$ cat src/rtl/instrumented_adder_ripple_wrap_pkg.sv
// Package for instrumented_adder_ripple_wrap.
// Holds the register address map, LA control-bit positions and io pin indices
// shared by the interface, the adder wrapper and its ripple adder.
// Optional build macro used by the top: ADDER_CARRY_IN_EN.
package instrumented_adder_pkg;

  localparam int unsigned WIDTH    = 32;
  localparam int unsigned IO_WIDTH = 38;

  // Register map selected by la1_data_in[2:0]
  typedef enum logic [2:0] {
    ADDR_A    = 3'd0,
    ADDR_B    = 3'd1,
    ADDR_EXT  = 3'd2,
    ADDR_RING = 3'd3,
    ADDR_SUM  = 3'd4,
    ADDR_CTRL = 3'd5,
    ADDR_RSV6 = 3'd6,
    ADDR_RSV7 = 3'd7
  } reg_addr_e;

  // la1_data_in control fields
  localparam int unsigned LA1_ADDR_MSB = 2;
  localparam int unsigned LA1_WR_BIT   = 3;
  localparam int unsigned LA1_RUN_BIT  = 4;

  // Control register fields
  localparam int unsigned CTRL_CLR_BIT = 0;

  // io pin indices
  localparam int unsigned IO_EXT_BIT   = 0;
  localparam int unsigned IO_CIN_BIT   = 1;
  localparam int unsigned IO_CHAIN_BIT = 8;
  localparam int unsigned IO_COUT_BIT  = 9;

endpackage

$ cat src/rtl/instrumented_adder_ripple_wrap_if.sv
// Logic-analyzer and io bus bundle for instrumented_adder_ripple_wrap.
// slave  : the adder wrapper (drives *_data_out, io_out, io_oeb)
// master : the harness / testbench (drives *_data_in, *_oenb, io_in)
interface instrumented_adder_ripple_wrap_if;
  import instrumented_adder_pkg::*;

  logic [WIDTH-1:0]    la1_data_in;
  logic [WIDTH-1:0]    la1_data_out;
  logic [WIDTH-1:0]    la1_oenb;
  logic [WIDTH-1:0]    la2_data_in;
  logic [WIDTH-1:0]    la2_data_out;
  logic [WIDTH-1:0]    la2_oenb;
  logic [WIDTH-1:0]    la3_data_in;
  logic [WIDTH-1:0]    la3_data_out;
  logic [WIDTH-1:0]    la3_oenb;
  logic [IO_WIDTH-1:0] io_in;
  logic [IO_WIDTH-1:0] io_out;
  logic [IO_WIDTH-1:0] io_oeb;

  modport master (
    output la1_data_in, la1_oenb, la2_data_in, la2_oenb, la3_data_in, la3_oenb, io_in,
    input  la1_data_out, la2_data_out, la3_data_out, io_out, io_oeb
  );

  modport slave (
    input  la1_data_in, la1_oenb, la2_data_in, la2_oenb, la3_data_in, la3_oenb, io_in,
    output la1_data_out, la2_data_out, la3_data_out, io_out, io_oeb
  );

endinterface

$ cat src/rtl/instrumented_adder_ripple_wrap_ripple_adder.sv
// ripple_adder: WIDTH-stage ripple-carry adder, one full adder per bit.
// Ports: a, b (operands), cin (carry in), sum, cout (carry out).
module ripple_adder
  import instrumented_adder_pkg::*;
(
  input  logic [WIDTH-1:0] a,
  input  logic [WIDTH-1:0] b,
  input  logic             cin,
  output logic [WIDTH-1:0] sum,
  output logic             cout
);

  always_comb begin : chain
    logic carry;
    sum   = '0;
    carry = cin;
    for (int unsigned i = 0; i < WIDTH; i++) begin
      sum[i] = a[i] ^ b[i] ^ carry;
      carry  = (a[i] & b[i]) | (carry & (a[i] ^ b[i]));
    end
    cout = carry;
  end

endmodule

$ cat src/rtl/instrumented_adder_ripple_wrap.sv
// instrumented_adder_ripple_wrap: 32-bit ripple adder with a clocked
// "pseudo-ring" feedback loop. Masked sum bits are XOR-reduced, inverted and
// fed back into selected A-operand bits; rising edges of the loop are counted.
// Ports:
//   wb_clk_i  system clock
//   wb_rst_i  asynchronous active-high reset
//   active    project select (0 = outputs quiet, writes ignored, loop idle)
//   bus       LA/io bundle: la1 = control/sum, la2 = wdata/counter,
//             la3 = readback, io_in[0] ext bit, io_out[8] chain, io_out[9] cout
// Build option: ADDER_CARRY_IN_EN takes carry-in from io_in[1]; else cin = 0.
module instrumented_adder_ripple_wrap
  import instrumented_adder_pkg::*;
(
  input  logic                           wb_clk_i,
  input  logic                           wb_rst_i,
  input  logic                           active,
  instrumented_adder_ripple_wrap_if.slave bus
);

  logic [WIDTH-1:0] a_input;
  logic [WIDTH-1:0] b_input;
  logic [WIDTH-1:0] a_input_ext_bit_b;
  logic [WIDTH-1:0] a_input_ring_bit_b;
  logic [WIDTH-1:0] s_output_bit_b;
  logic [WIDTH-1:0] counter;
  logic             strobe_q;
  logic             chain_out;

  reg_addr_e        addr;
  logic             strobe;
  logic             run;
  logic             wr_en;
  logic             clr;
  logic [WIDTH-1:0] a_eff;
  logic [WIDTH-1:0] sum;
  logic             cout;
  logic             cin;
  logic             chain_next;
  logic [WIDTH-1:0] readback;

  assign addr   = reg_addr_e'(bus.la1_data_in[LA1_ADDR_MSB:0]);
  assign strobe = bus.la1_data_in[LA1_WR_BIT];
  assign run    = bus.la1_data_in[LA1_RUN_BIT] & active;
  assign wr_en  = active & strobe & ~strobe_q;
  assign clr    = wr_en && (addr == ADDR_CTRL) && bus.la2_data_in[CTRL_CLR_BIT];

`ifdef ADDER_CARRY_IN_EN
  assign cin = bus.io_in[IO_CIN_BIT];
`else
  assign cin = 1'b0;
`endif

  // Ring select wins over ext select, which wins over the stored operand.
  assign a_eff = (a_input_ring_bit_b & {WIDTH{chain_out}})
               | (~a_input_ring_bit_b & a_input_ext_bit_b & {WIDTH{bus.io_in[IO_EXT_BIT]}})
               | (~a_input_ring_bit_b & ~a_input_ext_bit_b & a_input);

  ripple_adder u_ripple_adder (
    .a    (a_eff),
    .b    (b_input),
    .cin  (cin),
    .sum  (sum),
    .cout (cout)
  );

  assign chain_next = run ? ~(^(sum & s_output_bit_b)) : 1'b0;

  always_ff @(posedge wb_clk_i or posedge wb_rst_i) begin
    if (wb_rst_i) begin
      a_input            <= '0;
      b_input            <= '0;
      a_input_ext_bit_b  <= '0;
      a_input_ring_bit_b <= '0;
      s_output_bit_b     <= '0;
      counter            <= '0;
      strobe_q           <= 1'b0;
      chain_out          <= 1'b0;
    end else begin
      strobe_q  <= strobe;
      chain_out <= chain_next;
      if (wr_en) begin
        case (addr)
          ADDR_A:    a_input            <= bus.la2_data_in;
          ADDR_B:    b_input            <= bus.la2_data_in;
          ADDR_EXT:  a_input_ext_bit_b  <= bus.la2_data_in;
          ADDR_RING: a_input_ring_bit_b <= bus.la2_data_in;
          ADDR_SUM:  s_output_bit_b     <= bus.la2_data_in;
          default:   ;
        endcase
      end
      // Rise is detected against the registered value at the edge it happens.
      if (clr) begin
        counter <= '0;
      end else if (run && chain_next && !chain_out) begin
        counter <= counter + 32'd1;
      end
    end
  end

  always_comb begin
    readback = '0;
    case (addr)
      ADDR_A:    readback = a_input;
      ADDR_B:    readback = b_input;
      ADDR_EXT:  readback = a_input_ext_bit_b;
      ADDR_RING: readback = a_input_ring_bit_b;
      ADDR_SUM:  readback = s_output_bit_b;
      default:   readback = '0;
    endcase
  end

  always_comb begin
    bus.la1_data_out = '0;
    bus.la2_data_out = '0;
    bus.la3_data_out = '0;
    bus.io_out       = '0;
    bus.io_oeb       = '1;
    if (active) begin
      bus.la1_data_out          = sum;
      bus.la2_data_out          = counter;
      bus.la3_data_out          = readback;
      bus.io_out[IO_CHAIN_BIT]  = chain_out;
      bus.io_out[IO_COUT_BIT]   = cout;
      bus.io_oeb[IO_CHAIN_BIT]  = 1'b0;
      bus.io_oeb[IO_COUT_BIT]   = 1'b0;
    end
  end

  logic unused_ok;
  assign unused_ok = ^{bus.la1_oenb, bus.la2_oenb, bus.la3_oenb, bus.la3_data_in,
                       bus.io_in, bus.la1_data_in[WIDTH-1:LA1_RUN_BIT+1]};

endmodule

$ cat src/flat_wrapper.sv
// flat-port wrapper written by rule: the top's interface ports become plain ports
module instrumented_adder_ripple_wrap_flat import instrumented_adder_pkg::*;
  (wb_clk_i, wb_rst_i, active, bus_la1_data_in, bus_la1_oenb, bus_la2_data_in, bus_la2_oenb, bus_la3_data_in, bus_la3_oenb, bus_io_in, bus_la1_data_out, bus_la2_data_out, bus_la3_data_out, bus_io_out, bus_io_oeb);
  instrumented_adder_ripple_wrap_if bus_i ();
  input  logic wb_clk_i;
  input  logic wb_rst_i;
  input  logic active;
  input wire logic [$bits(bus_i.la1_data_in)-1:0] bus_la1_data_in;
  input wire logic [$bits(bus_i.la1_oenb)-1:0] bus_la1_oenb;
  input wire logic [$bits(bus_i.la2_data_in)-1:0] bus_la2_data_in;
  input wire logic [$bits(bus_i.la2_oenb)-1:0] bus_la2_oenb;
  input wire logic [$bits(bus_i.la3_data_in)-1:0] bus_la3_data_in;
  input wire logic [$bits(bus_i.la3_oenb)-1:0] bus_la3_oenb;
  input wire logic [$bits(bus_i.io_in)-1:0] bus_io_in;
  output wire logic [$bits(bus_i.la1_data_out)-1:0] bus_la1_data_out;
  output wire logic [$bits(bus_i.la2_data_out)-1:0] bus_la2_data_out;
  output wire logic [$bits(bus_i.la3_data_out)-1:0] bus_la3_data_out;
  output wire logic [$bits(bus_i.io_out)-1:0] bus_io_out;
  output wire logic [$bits(bus_i.io_oeb)-1:0] bus_io_oeb;
  assign bus_i.la1_data_in = bus_la1_data_in;
  assign bus_i.la1_oenb = bus_la1_oenb;
  assign bus_i.la2_data_in = bus_la2_data_in;
  assign bus_i.la2_oenb = bus_la2_oenb;
  assign bus_i.la3_data_in = bus_la3_data_in;
  assign bus_i.la3_oenb = bus_la3_oenb;
  assign bus_i.io_in = bus_io_in;
  assign bus_la1_data_out = bus_i.la1_data_out;
  assign bus_la2_data_out = bus_i.la2_data_out;
  assign bus_la3_data_out = bus_i.la3_data_out;
  assign bus_io_out = bus_i.io_out;
  assign bus_io_oeb = bus_i.io_oeb;
  instrumented_adder_ripple_wrap u_core (.wb_clk_i(wb_clk_i), .wb_rst_i(wb_rst_i), .active(active), .bus(bus_i));
endmodule
$ cat config.mk
export PLATFORM = sky130hd
export DESIGN_NAME = instrumented_adder_ripple_wrap_flat
export DESIGN_NICKNAME = d
export VERILOG_FILES = /design/src/rtl/instrumented_adder_ripple_wrap_pkg.sv /design/src/rtl/instrumented_adder_ripple_wrap_if.sv /design/src/rtl/instrumented_adder_ripple_wrap_ripple_adder.sv /design/src/rtl/instrumented_adder_ripple_wrap.sv /design/src/flat_wrapper.sv
export SDC_FILE = /design/constraint.sdc
export NUM_CORES = 1
export LEC_CHECK = 0
export ABC_CLOCK_PERIOD_IN_PS = 32200
export BUFFER_PORTS_ARGS = -buffer_cell sky130_fd_sc_hd__buf_2
export CAP_MARGIN = 30
export CORE_MARGIN = 4
export CORE_UTILIZATION = 35
export CTS_CLUSTER_SIZE = 20
export DETAILED_ROUTE_END_ITERATION = 10
export PLACE_DENSITY = 0.71
export SLEW_MARGIN = 20
export SYNTH_ARGS = -nofsm -noshare
export SYNTH_HDL_FRONTEND = slang
export SYNTH_SLANG_ARGS = --single-unit
$ cat constraint.sdc
create_clock -name wb_clk_i -period 32.2 [get_ports wb_clk_i]
set_clock_uncertainty 0.05 [all_clocks]
set_input_delay 8.05 -clock wb_clk_i [delete_from_list [all_inputs] [get_ports wb_clk_i]]
set_output_delay 8.05 -clock wb_clk_i [all_outputs]
set_load 0.05 [all_outputs]
==> run summary <==
Port-buffer cells = 140
Initial Util = 35.5%
Via count = 8638
Highest clock rate = 32.3 MHz
Routed Antenna Nets = 0
EDFF count, synth = 0
Post-layout min period = 30980 ps
CTS tree = yes
Sw Ratio = 50.0%
Synth Cell Area = 11500 µm²
Ports = 405
Async SR Flop Fraction = 100%
Synth area leaders = dfrtp_1 42%, mux2_2 16%, mux2i_1 5.5%, fa_1 5.4%, buf_4 4.7%
Worst-path maximum fanout = 12
Starting DRT DRC Count = 594
Worst path arrival time = 22880 ps
Layout Nets = 1460
Sequential fraction of the synthesis area = 42.0%
Pre-Repair DR Iteration Count = 5
Clk network pwr share = 19.5%
Area delta synth->final = 13.3%
CP Capture Type = output port
Peak VDD IR = 0.000289 V
CTS resizes = 0
First-pass GRT wire length = 49100 µm
Core Region = 32500 µm²
Root Buffer Master = clkbuf_16
Post-synth top area cell = dfrtp_1
GRT busiest layer = met2
Largest net degree at the start of global routing = 118
Clk buf depth = 2
Leak = 5.91 nW
FF+latch count, synth = 194
Initial antenna violation count = 7
Main synth FF type = dfrtp_1
Chip height = 190 µm
GR Util met3 = 3.49%
Total gr overflow = 0
# setup viols final = 0
Top-count cell post-synth = dfrtp_1
Pint = 0.000571 W
Worst slew pin tran = 953 ps
Vias in the first global route = 8521
CP required = 24100 ps
Setup tns final = 0 ps
Max_slew headroom = 36.5%
Setup Fix Bufs, Post-CTS = 0
RSZ-0062 raised after global routing = false
Post-DR wirelength/cell = 19.2 µm
Gate power share = 52.0%
Met2 Resource Use GR = 27.9%
Hold Violations, Final = 0
Die footprint = 36000 µm²
Yosys warning count = 0
Chip Width = 190 µm
Outcome = complete, no violations
Sw power = 0.000570 W
Reg2reg setup slack = 15480 ps
Sequential Power Share = 28.5%
Mean post-synth cell area = 10.6 µm²
Std cell rows = 66
Worst path most repeated cell = fa_1
Clk pin slew, worst setup/hold paths = 70 ps
Top-area cell type share of the netlist area = 42.0%
Layout cells sized above 1 = 30.2%
# fillers = 3178
H-Tree Level Count = 4
Critical Path Slowest Stage Cell = fa_1
# DRC = 0
Vias per cell = 5.23
CTS hold repair buffers = 0
Routability cong. = 0.819
Routed wire length = 31800 µm
Final Total Pwr = 0.00114 W
Overall routing resource usage = 17.4%
Cells after Synth = 1086
Routing usage on met1 = 24.3%
Crit-path max cell delay = 520 ps
Most frequent cells after synthesis = 194 x dfrtp_1, 160 x mux2_2, 94 x a21oi_1
Num CTS Buffers = 17
Final slew viol count = 0
Total of max-cap violations = 0
Clock Sink Count = 194
Clock latency on the worst-skew pair = 440 ps
CP startpoint kind = primary input
Hold/Removal Path Class = reg -> reg
Critical path type = in -> out
Dpl hpwl = 20800 µm
P per Cell Area = 87.2 nW/µm²
Netlist cell types = 41
Period Utilization, post-route = 96.2%
==> cell families after synthesis <==
logic type | after synthesis | share of synthesized area, %
compound gates | 192 | 9.66
fa+ha+maj | 33 | 5.59
mux | 224 | 21.1
xor+xnor | 31 | 2.35
other cells | 2 | 0.0650
flops | 194 | 42.0
buf+inv | 149 | 7.34
simple gates | 261 | 11.8
==> final timing paths <==
path,cells after the start,from,endpoint
min in group asynchronous,2,wb_rst_i,u_core.a_input[21]
max reg2reg,46,u_core.chain_out,u_core.counter[29]
min reg2reg,1,u_core.a_input[24],u_core.a_input[24]
max,39,bus_io_in[0],bus_la1_data_out[31]
max in group asynchronous,3,wb_rst_i,u_core.b_input[29]
min,1,u_core.a_input[24],u_core.a_input[24]
==> metal layers <==
metal  vias to the layer above  share of wire [%]
met1                      4385                 45
met2                       285                 48
met5                         -               0.16
met3                        37                5.8
li1                       3923                  -
met4                         8                1.6
==> metrics by stage <==
step	setup WS (ps)	hold WS (ps)	std cells	instance area, µm²	utilization (%)
2_1_floorplan	2170	447	1156	11800	-
3_3_place_gp	1140	463	1616	12400	38.3
3_5_place_dp	1180	469	1616	12400	38.3
4_1_cts	1100	485	1648	13100	40.1
5_1_grt	659	504	1652	13100	40.2
6_report	1220	484	1653	13100	40.2
==> cell type report <==
type	count	area (µm²)	share of cell area [%]
Inverter	9	41.3	0.316
Clock buffer	19	453	3.46
Sequential cell	194	4850	37.1
Multi-Input combinational cell	813	6160	47.1
Timing Repair Buffer	159	851	6.50
Antenna cell	4	10.0	0.0765
Clock inverter	13	160	1.22
Tap cell	442	553	4.23
==> critical path: cells and delay by family <==
family	cells	cell delay [ps]
adder cells (fa/ha/maj)	32	13670
AND/OR/NAND/NOR	1	190
multiplexers	1	180
AO/OA/AOI/OAI	1	100
buffers and inverters	4	640
==> power groups by stage <==
stage | clock [W] | combinational (W) | sequential, W
final | 0.000223 | 0.000593 | 0.000325
after global routing | 0.000238 | 0.000647 | 0.000331
after CTS | 0.000227 | 0.000600 | 0.000324
after detailed placement | 0 | 0.000596 | 0.000329
after global placement | 0 | 0.000588 | 0.000325
after floorplan | 0 | 0.000509 | 0.000319
==> placed cells by master (no fill, tap or decap), drive strengths merged, types with 2 or more instances in the layout <==
cell type / netlist / final
a21oi: 94 / 94
a22oi: 31 / 31
and2: 64 / 64
and3: 4 / 4
buf: 94 / 159
clkbuf: 46 / 19
clkinv: 0 / 3
clkinvlp: 0 / 2
conb: 2 / 72
dfrtp: 194 / 194
diode: 0 / 4
fa: 31 / 31
ha: 2 / 2
inv: 9 / 16
mux2: 160 / 160
mux2i: 64 / 64
nand2: 78 / 78
nand3: 12 / 12
nand3b: 2 / 2
nand4: 9 / 9
nor2: 44 / 44
nor2b: 2 / 2
nor3: 4 / 4
nor3b: 2 / 2
nor4: 3 / 3
o21ai: 38 / 38
o31ai: 24 / 24
or3: 9 / 9
or4: 24 / 24
xnor2: 25 / 25
xor2: 6 / 6
==> flip-flops by register name, indices dropped and copies added, names as in the netlist <==
signal,flops
u_core.a_input,32
u_core.a_input_ext_bit_b,32
u_core.a_input_ring_bit_b,32
u_core.b_input,32
u_core.chain_out,1
u_core.counter,32
u_core.s_output_bit_b,32
u_core.strobe_q,1
(Power assumes the default switching activity.)
